$ cat src/rtl/mem_sequencer.sv
// mem_sequencer: request/response engine that drives SRAM MAR/MDR/RE/WE.
// Accepts one 1- or 2-byte read/write at a time. Each byte beat strobes for
// WAIT_STATES+1 cycles. Wide requests become two little-endian beats with a
// one-cycle strobe gap between them; the second address is addr+1 or addr-1.
module mem_sequencer #(
  parameter int ADDR_W      = 16,
  parameter int DATA_W      = 8,
  parameter int WAIT_STATES = 0   // 0..15 extra strobe cycles per beat
) (
  input  logic                clk,
  input  logic                rst_n,
  input  logic                req_valid,
  output logic                req_ready,
  input  logic                req_write,
  input  logic                req_wide,
  input  logic                req_dir,
  input  logic [ADDR_W-1:0]   req_addr,
  input  logic [2*DATA_W-1:0] req_wdata,
  output logic                rsp_valid,
  output logic [2*DATA_W-1:0] rsp_rdata,
  output logic [ADDR_W-1:0]   rsp_last_addr,
  output logic [ADDR_W-1:0]   mem_addr,
  output logic                mem_re,
  output logic                mem_we,
  output logic [DATA_W-1:0]   mem_wdata,
  input  logic [DATA_W-1:0]   mem_rdata
);

  typedef enum logic [1:0] {IDLE, STROBE, NEXT, DONE} state_e;

  // The wait counter is reloaded with this value at the start of every beat
  localparam logic [3:0] WS_LOAD = 4'(WAIT_STATES);

  state_e              state_q;
  logic [ADDR_W-1:0]   mar_q;
  logic [ADDR_W-1:0]   mar_step_d;
  logic [ADDR_W-1:0]   last_addr_q;
  logic [DATA_W-1:0]   mdr_q;
  logic [DATA_W-1:0]   wdata_hi_q;
  logic [2*DATA_W-1:0] rdata_q;
  logic [3:0]          cnt_q;
  logic                beat_q;
  logic                write_q;
  logic                wide_q;
  logic                dir_q;
  logic                ready_q;
  logic                rsp_valid_q;
  logic                re_q;
  logic                we_q;

  // Second-beat address: one step up or down, wrapping at the address width
  assign mar_step_d = dir_q ? (mar_q - ADDR_W'(1)) : (mar_q + ADDR_W'(1));

  // Sequencer FSM; strobes and handshake are registered alongside the state
  always_ff @(posedge clk or negedge rst_n) begin
    if (!rst_n) begin
      state_q     <= IDLE;
      mar_q       <= '0;
      mdr_q       <= '0;
      wdata_hi_q  <= '0;
      rdata_q     <= '0;
      last_addr_q <= '0;
      cnt_q       <= '0;
      beat_q      <= 1'b0;
      write_q     <= 1'b0;
      wide_q      <= 1'b0;
      dir_q       <= 1'b0;
      ready_q     <= 1'b1;
      rsp_valid_q <= 1'b0;
      re_q        <= 1'b0;
      we_q        <= 1'b0;
    end else begin
      unique case (state_q)
        IDLE: begin
          if (req_valid && ready_q) begin
            write_q    <= req_write;
            wide_q     <= req_wide;
            dir_q      <= req_dir;
            mar_q      <= req_addr;
            mdr_q      <= req_wdata[DATA_W-1:0];
            wdata_hi_q <= req_wdata[2*DATA_W-1:DATA_W];
            rdata_q    <= '0;
            cnt_q      <= WS_LOAD;
            beat_q     <= 1'b0;
            ready_q    <= 1'b0;
            re_q       <= !req_write;
            we_q       <= req_write;
            state_q    <= STROBE;
          end
        end
        STROBE: begin
          if (cnt_q != 4'd0) begin
            cnt_q <= cnt_q - 4'd1;
          end else begin
            // Last strobe cycle of this beat: capture read data into its lane
            if (!write_q) begin
              if (beat_q) rdata_q[2*DATA_W-1:DATA_W] <= mem_rdata;
              else        rdata_q[DATA_W-1:0]        <= mem_rdata;
            end
            re_q <= 1'b0;
            we_q <= 1'b0;
            if (wide_q && !beat_q) begin
              state_q <= NEXT;
            end else begin
              last_addr_q <= mar_q;
              rsp_valid_q <= 1'b1;
              state_q     <= DONE;
            end
          end
        end
        NEXT: begin
          // Strobes stay low for this cycle so the SRAM sees a gap
          mar_q   <= mar_step_d;
          mdr_q   <= wdata_hi_q;
          beat_q  <= 1'b1;
          cnt_q   <= WS_LOAD;
          re_q    <= !write_q;
          we_q    <= write_q;
          state_q <= STROBE;
        end
        DONE: begin
          rsp_valid_q <= 1'b0;
          ready_q     <= 1'b1;
          state_q     <= IDLE;
        end
        default: state_q <= IDLE;
      endcase
    end
  end

  assign req_ready     = ready_q;
  assign rsp_valid     = rsp_valid_q;
  assign rsp_rdata     = rdata_q;
  assign rsp_last_addr = last_addr_q;
  assign mem_addr      = mar_q;
  assign mem_re        = re_q;
  assign mem_we        = we_q;
  assign mem_wdata     = mdr_q;

endmodule

$ cat config.mk
export PLATFORM = sky130hd
export DESIGN_NAME = mem_sequencer
export DESIGN_NICKNAME = d
export VERILOG_FILES = /design/src/rtl/mem_sequencer.sv
export SDC_FILE = /design/constraint.sdc
export NUM_CORES = 1
export LEC_CHECK = 0
export CAP_MARGIN = 40
export CORE_MARGIN = 2
export CORE_UTILIZATION = 40
export DETAILED_ROUTE_END_ITERATION = 8
export DONT_BUFFER_PORTS = 1
export PLACE_DENSITY = 0.53
export RECOVER_POWER = 25
export REMOVE_ABC_BUFFERS = 1
export SLEW_MARGIN = 20
export SYNTH_ARGS = -nofsm -noshare
export SYNTH_HDL_FRONTEND = slang
export SYNTH_SLANG_ARGS = --single-unit
$ cat constraint.sdc
create_clock -name clk -period 5.7 [get_ports clk]
set_input_delay 0.57 -clock clk [delete_from_list [all_inputs] [get_ports clk]]
set_output_delay 0.57 -clock clk [all_outputs]
set_load 0.005 [all_outputs]
### After elaboration in Yosys (flattened, before gate mapping)

Cells that the tools add are included.
W data, S select, Z words.

| cells by class | value |
|---|---|
| $add $sub $neg | 3 |
| muxes and demuxes | 29 |
| reduce and logical (&&, ||, !) cells | 22 |
| eq/ne operators | 10 |
| bitwise operators | 2 |

Operators with widths:

| operator | count |
|---|---|
| $mux W16 | 5 |
| $pmux W16 S2 | 2 |
| $mux W8 | 3 |
| $add A16 B1 Y16 const B | 1 |
| $pmux W8 S2 | 1 |
| $sub A16 B1 Y16 const B | 1 |
| $ne A2 B2 Y1 const B | 7 |
| $pmux W4 S3 | 1 |
| $reduce_and A3 Y1 | 4 |
| $reduce_and A5 Y1 | 2 |
| $mux W4 | 2 |
| $pmux W2 S4 | 1 |
| $reduce_and A2 Y1 | 4 |
| $reduce_bool A2 Y1 | 4 |
| $mux W1 | 7 |
| $pmux W1 S2 | 3 |
| $pmux W1 S3 | 2 |
| $eq A2 B2 Y1 const B | 2 |
| $mux W2 | 2 |
| $reduce_bool A4 Y1 | 1 |
| $sub A4 B1 Y4 const B | 1 |
| $logic_not A1 Y1 | 3 |
| $reduce_bool A3 Y1 | 1 |
| $eq A2 B1 Y1 const B | 1 |
| other kinds (3) | 5 |

| storage, ports and cells | value |
|---|---|
| bits of input ports | 46 |
| output and inout bits | 60 |
| bits in registers | 78 |

### Logic depth before layout (Yosys ltp)

Gate-level depths: netlist of run 1.

| depth | value |
|---|---|
| depth in word-level cells | 5 |
| depth in mapped cells | 9 |
| mapped depth without buffers | 8 |

### Worst setup path before layout of run 1

No wires, ideal clock.

| timing | value |
|---|---|
| kind | register -> register |
| start point | register dir_q |
| end point | register mar_q[15], in the netlist mem_addr[15] |
| slack | 3.561 ns |
| required time | 5.572 ns |
| stages on the path, launching flop included | 9 |
| data arrival time | 2.011 ns |
| cell sequence | dfrtp_1 -> ha_1 -> buf_6 -> a21o_1 -> or2_1 -> a211oi_2 -> o21a_1 -> nor3_1 -> nand3b_1 |

| between the ends | value |
|---|---|
| cells in the longest elaborated chain, start to end | 2 |

RTL lines:

| what | RTL line | text |
|---|---|---|
| from (decl) | 45 | `logic dir_q;` |
| from (signal assigned) | 78 | `dir_q <= req_dir;` |
| $mux W16 | 52 | `assign mar_step_d = dir_q ? (mar_q - ADDR_W'(1)) : (mar_q + ADDR_W'(1));` |
| $pmux W16 S2 | 73 | `unique case (state_q)` |
| to (signal assigned) | 79 | `mar_q <= req_addr;` |
| to (signal assigned) | 113 | `mar_q <= mar_step_d;` |
| to (decl) | 35 | `logic [ADDR_W-1:0] mar_q;` |

Every way passes these cells.
A chain may end at the register's enable or synchronous reset.

### Worst setup path after layout of run 1

Ends and elaborated chain as after synthesis.

==> results of run 1 <==
area by class of cell:
type,instances,area [µm²],area share
multi-input combinational,302,2100,0.458
sequential,78,1950,0.426
tap,136,170,0.0371
clock buffer,13,159,0.0346
timing repair buffer,5,97.6,0.0213
inverter,17,63.8,0.0139
clock inverter,3,42.5,0.00927
cells by family (layout without fill, tap and decap cells):
kind of cell | Yosys count | count (layout) | share of synthesized area
compound gates | 118 | 118 | 0.174
buf+inv | 35 | 38 | 0.0358
fa+ha+maj | 21 | 21 | 0.0645
xor+xnor | 11 | 11 | 0.0230
mux | 44 | 44 | 0.113
flops | 78 | 78 | 0.466
simple gates | 108 | 108 | 0.124
registers in the layout (all words and copies together) (netlist names), 2 cells and up:
name	cells
cnt_q	4
state_q	2
rsp_last_addr	16
mem_wdata	8
mem_addr	16
wdata_hi_q	8
rsp_rdata	16
Yosys cell counts (all sizes together) (7+ instances only):
cell and number:
xnor2 10, clkbuf 10, inv 17, dfrtp 77
nor3b 7, a21oi 31, nand3 17, a21o 11
nor2 11, o21ai 52, nand2 56, mux2i 18
buf 8, mux2 26, ha 20
power by group:
part	total, mW	switching (mW)	internal (mW)
combinational	0.0180	0.0125	0.00551
sequential	0.554	0.000598	0.554
clock	0.430	0.203	0.226
placed cells by master, fill, tap and decap left out, drive strengths merged, types with 2 or more instances in the layout:
cell type   n
nand2      56
a21o       11
o21bai      3
nand2b      2
o211ai      2
xnor2      10
or2         3
buf         5
nor3        4
o21ai      52
mux2       26
o22a        2
o22ai       3
nor2       11
clkbuf     13
a211oi      3
and3        2
nor2b       4
dfrtp      77
a31oi       3
ha         20
nand3      17
mux2i      18
nor3b       7
inv        17
a21oi      31
worst max-delay path: cells and delay by family (launching register included):
kind	cells	cell delay (ns)
compound gates	2	0.45
simple gates	4	0.70
flops	1	0.76
fa+ha+maj	1	0.44
what timing repair did:
action | CTS | global route
gates resized for setup | 0 | 0
hold endpoints to repair | 77 | 0
hold buffers | 1 | 0
per-layer routing:
metal  up-vias  part of all wire
met5         -                 0
met1      1401              0.45
met2        72              0.47
met3         8             0.066
met4         0            0.0097
li1       1461                 -
worst max path at each step:
stage,to,depth (start not counted),slack [ns],from
2_1_floorplan,mem_addr[7],5,2.73,state_q[0]
3_3_place_gp,rsp_rdata[7],5,3.19,state_q[1]
3_5_place_dp,mem_addr[15],7,3.30,dir_q
4_1_cts,mem_addr[10],6,3.27,state_q[0]
5_1_grt,mem_addr[15],7,3.08,dir_q
6_report,mem_addr[15],7,3.29,dir_q
==> impl_metrics.ini, run 1 <==
[run_status]
outcome = finished clean

[layout]
fin_util = 0.448
diodes = 0
instances_no_fill = 554
nFillCells = 979
syn_to_final_growth_pct = 9.46
num-nets-final = 480
postLayoutCellArea_mm2 = 0.00459
layout-drive-gt1-share = 0.136

[pwr]
power_density_mw_per_mm2 = 218
power_mw = 1.00
vdd_drop_max_mv = 0.0810
p_leak_nw = 2.12

[critical_path]
cpPeakStageDelay_ns = 0.76
reg2reg_to = mem_addr[15]
cp_max_fo = 18
path_class = flop to flop
cp.arrival_ns = 2.70
r2r-start = dir_q
startpoint_type = flop
cpMostUsedCell = nor3_1
crit_chain = ha_1 > a21o_1 > or2_1 > a211oi_2 > nor3_1 > nor3_1 > nand3b_1
slowest_stage = dfrtp_1
crit_path_end_kind = flop
reg2reg_depth = 7
r2r_setup_slack_ns = 3.29
cp.required_ns = 5.99

[global_routing]
grt_max_degree = 78
grt_pass1_vias = 3050
use_met1 = 0.224
grt_overflow = 0
use_met3 = 0.0589
grt_util_met2 = 0.278
antenna_found_initial = 0
track_usage = 0.174
grt_pass1_wl_um = 15400
top_usage_layer = met2

[sta]
finalClockSkew_ns = 0.00900
fin_tns_setup_ns = 0
worst_slew_pin_slew_ns = 0.772
setup_viol = 0
finalHoldViolations = 0
hold_slack_ns = 0.0576
finalWorstSetupSlack_ns = 3.29
slew_headroom = 0.484
min_period_ns = 2.41
finalCritPeriodShare = 0.423
grt_setup_unrepaired = false
fmax_mhz = 415
finalMaxSlewViolations = 0

[die]
io_pins = 106
rows = 37
core_mm2 = 0.0102
die_w_um = 106
dieArea_mm2 = 0.0113
initial_utilization = 0.410
dieHeight_um = 106

[synth]
ys_seq_area_frac = 0.466
syn-cell-area_mm2 = 0.00419
synth_area_per_cell_um2 = 10.1
synth_area_leaders = dfrtp_1 46%, ha_1 6.0%, mux2_2 5.4%
ys_warn_count = 0
netlist-cell-type-count = 52
synth_area_leader_cell = dfrtp_1
synth_edf_count = 0
synthFlopType = dfrtp_1
synth_top_area_share = 0.460
postSynthCellCount = 415
async_reset_ff_frac = 1.00
ys_seq_elements = 78

[cts]
h-tree-depth = 3
clk_latency_ns = 0.35
cts_root_buf = clkbuf_8
clk_pin_slew_worst_paths_ns = 0.08
cts_sinks = 78
cts_buffers = 9
clockBufferDepth = 2
cts_tree = done
post_cts_buffers = 0

[routing]
wl_um = 9340
drtIter0Drc = 118
drcViolationCount = 0
first_pass_iters = 4
vias_per_cell = 5.31
vias = 2942
wl_per_cell_um = 16.9
ant_nets = 0

[placed_design]
place_ws_ns = 3.30
place_hpwl_um = 6650
portBuffers = 0
place.gp.congestion = 0.854
place_area_mm2 = 0.00436
placed_cells = 537

[job]
maxCapViolCount = 0

[worst_hold_path]
hp-class = input pin to async pin
(Power assumes the default switching activity.)
==> run 2: changes to the inputs <==
Settings changed: PLACE_DENSITY 0.53 to 0.55.
Clock period 5.7 ns to 2 ns, I/O delays scaled along.
==> impl_metrics.ini, run 2 (synthesis gave the netlist of run 1 again) <==
[critical_path]
r2r-start = dir_q
cp_max_fo = 5
startpoint_type = flop
cp.arrival_ns = 2.30
reg2reg_depth = 9
reg2reg_to = mem_addr[15]
crit_path_end_kind = flop
path_class = flop to flop
r2r_setup_slack_ns = -0.05
cp.required_ns = 2.25

[die]
die_w_um = 106
core_mm2 = 0.0102
rows = 37
initial_utilization = 0.410
io_pins = 106
dieArea_mm2 = 0.0113
dieHeight_um = 106

[sta]
finalWorstSetupSlack_ns = -0.0462
finalClockSkew_ns = 0.0135
finalMaxSlewViolations = 0
finalHoldViolations = 0
slew_headroom = 0.284
hold_slack_ns = 0.0146
finalCritPeriodShare = 1.02
setup_viol = 1
fin_tns_setup_ns = -0.0462
min_period_ns = 2.05
fmax_mhz = 489
worst_slew_pin_slew_ns = 1.07
grt_setup_unrepaired = true

[layout]
fin_util = 0.525
num-nets-final = 551
syn_to_final_growth_pct = 28.1
layout_commonest_cell = dfrtp_1
nFillCells = 920
diodes = 0
instances_no_fill = 625
final_cell_mix = 76 x dfrtp_1, 55 x nand2_1, 52 x buf_4, 25 x o21ai_1, 24 x a21oi_1
layout-drive-gt1-share = 0.284

[routing]
wl_um = 10400
wl_met2_um = 5050
vias = 3268
first_pass_iters = 4
drt-met1-wl_um = 4460
drcViolationCount = 0
topRoutingLayerUsed = met4
vias_per_cell = 5.23
route.met3.wl_um = 613
ant_nets = 0
wl_per_cell_um = 16.6
drtIter0Drc = 155

[cts]
cts_root_buf = clkbuf_8
clk_pin_slew_worst_paths_ns = 0.08
h-tree-depth = 3
clk_latency_ns = 0.37
cts_sinks = 78
cts_buffers = 9
clockBufferDepth = 2
cts_tree = done

[worst_hold_path]
hp-start = req_addr[8]
whs_path_depth = 2
worst_hold_path.endpoint = mem_addr[8]
hp-class = input pin to flop

[placed_design]
placed_cells = 580
place.gp.congestion = 0.846
portBuffers = 0
place_hpwl_um = 7000

[run_status]
outcome = complete, but fails checks
violations = setup timing

[global_routing]
grt_overflow = 0
grt_max_degree = 79
track_usage = 0.189
antenna_found_initial = 0
grt_pass1_wl_um = 16800
grt_pass1_vias = 3410

[pwr]
vdd_drop_max_mv = 0.318
power_mw = 2.91
p_leak_nw = 2.45
power_density_mw_per_mm2 = 542

[job]
maxCapViolCount = 0
[run 2: report_power, final]
part           switching (mW)  internal (mW)  leakage (nW)  total [mW]
logic                  0.0444         0.0383          1.28      0.0826
registers             0.00160           1.58          1.08        1.58
clock network           0.603          0.644        0.0996        1.25
[run 2: per-stage QoR]
stage | instance area [µm²] | worst slack (ns)
2_1_floorplan | 4110 | -0.968
3_3_place_gp | 4640 | -0.178
3_5_place_dp | 4640 | -0.202
4_1_cts | 5250 | 0.00103
5_1_grt | 5370 | -0.128
6_report | 5370 | -0.0462
[run 2: layer usage]
metal,up-vias,track usage
li1,1609,-
met1,1560,0.235
met2,78,0.304
met3,21,0.0576
met4,0,0.0808
met5,-,0
[run 2: worst max-delay path, cell delays in order, from the launching register on]
cell	delay, ns
dfrtp_2	0.41
buf_6	0.14
buf_4	0.16
ha_4	0.23
a21oi_2	0.17
o211ai_2	0.16
a211oi_2	0.26
o21a_1	0.19
nor3_2	0.05
nand3b_1	0.15
[run 2: worst max-delay path by stage]
stage          slack (ns)  startpoint  depth (start not counted)      endpoint
2_1_floorplan       -0.97  state_q[0]                          5   mem_addr[7]
3_3_place_gp        -0.18       dir_q                          7  mem_addr[12]
3_5_place_dp        -0.20       dir_q                          7  mem_addr[12]
4_1_cts             0.001       dir_q                          9  mem_addr[15]
5_1_grt             -0.13       dir_q                          9  mem_addr[15]
6_report            -0.05       dir_q                          9  mem_addr[15]
[run 2: area by class of cell]
cell class                 instances  area, µm²  area share
clock buffer                      13        159      0.0296
clock inverter                     3       42.5     0.00792
inverter                          17       63.8      0.0119
timing repair buffer              76        631       0.117
sequential                        78       1950       0.364
multi-input combinational        302       2350       0.437
tap                              136        170      0.0317
[run 2: repair_timing]
| item | 4_1_cts | 5_1_grt |
|---|---|---|
| endpoints found under the setup margin | 10 | 13 |
| buffers inserted | 5 | 2 |
| resized for setup | 31 | 13 |
| hold buffers | 20 | 2 |
| hold endpoints to repair | 106 | 78 |
| pin swaps | 12 | 7 |
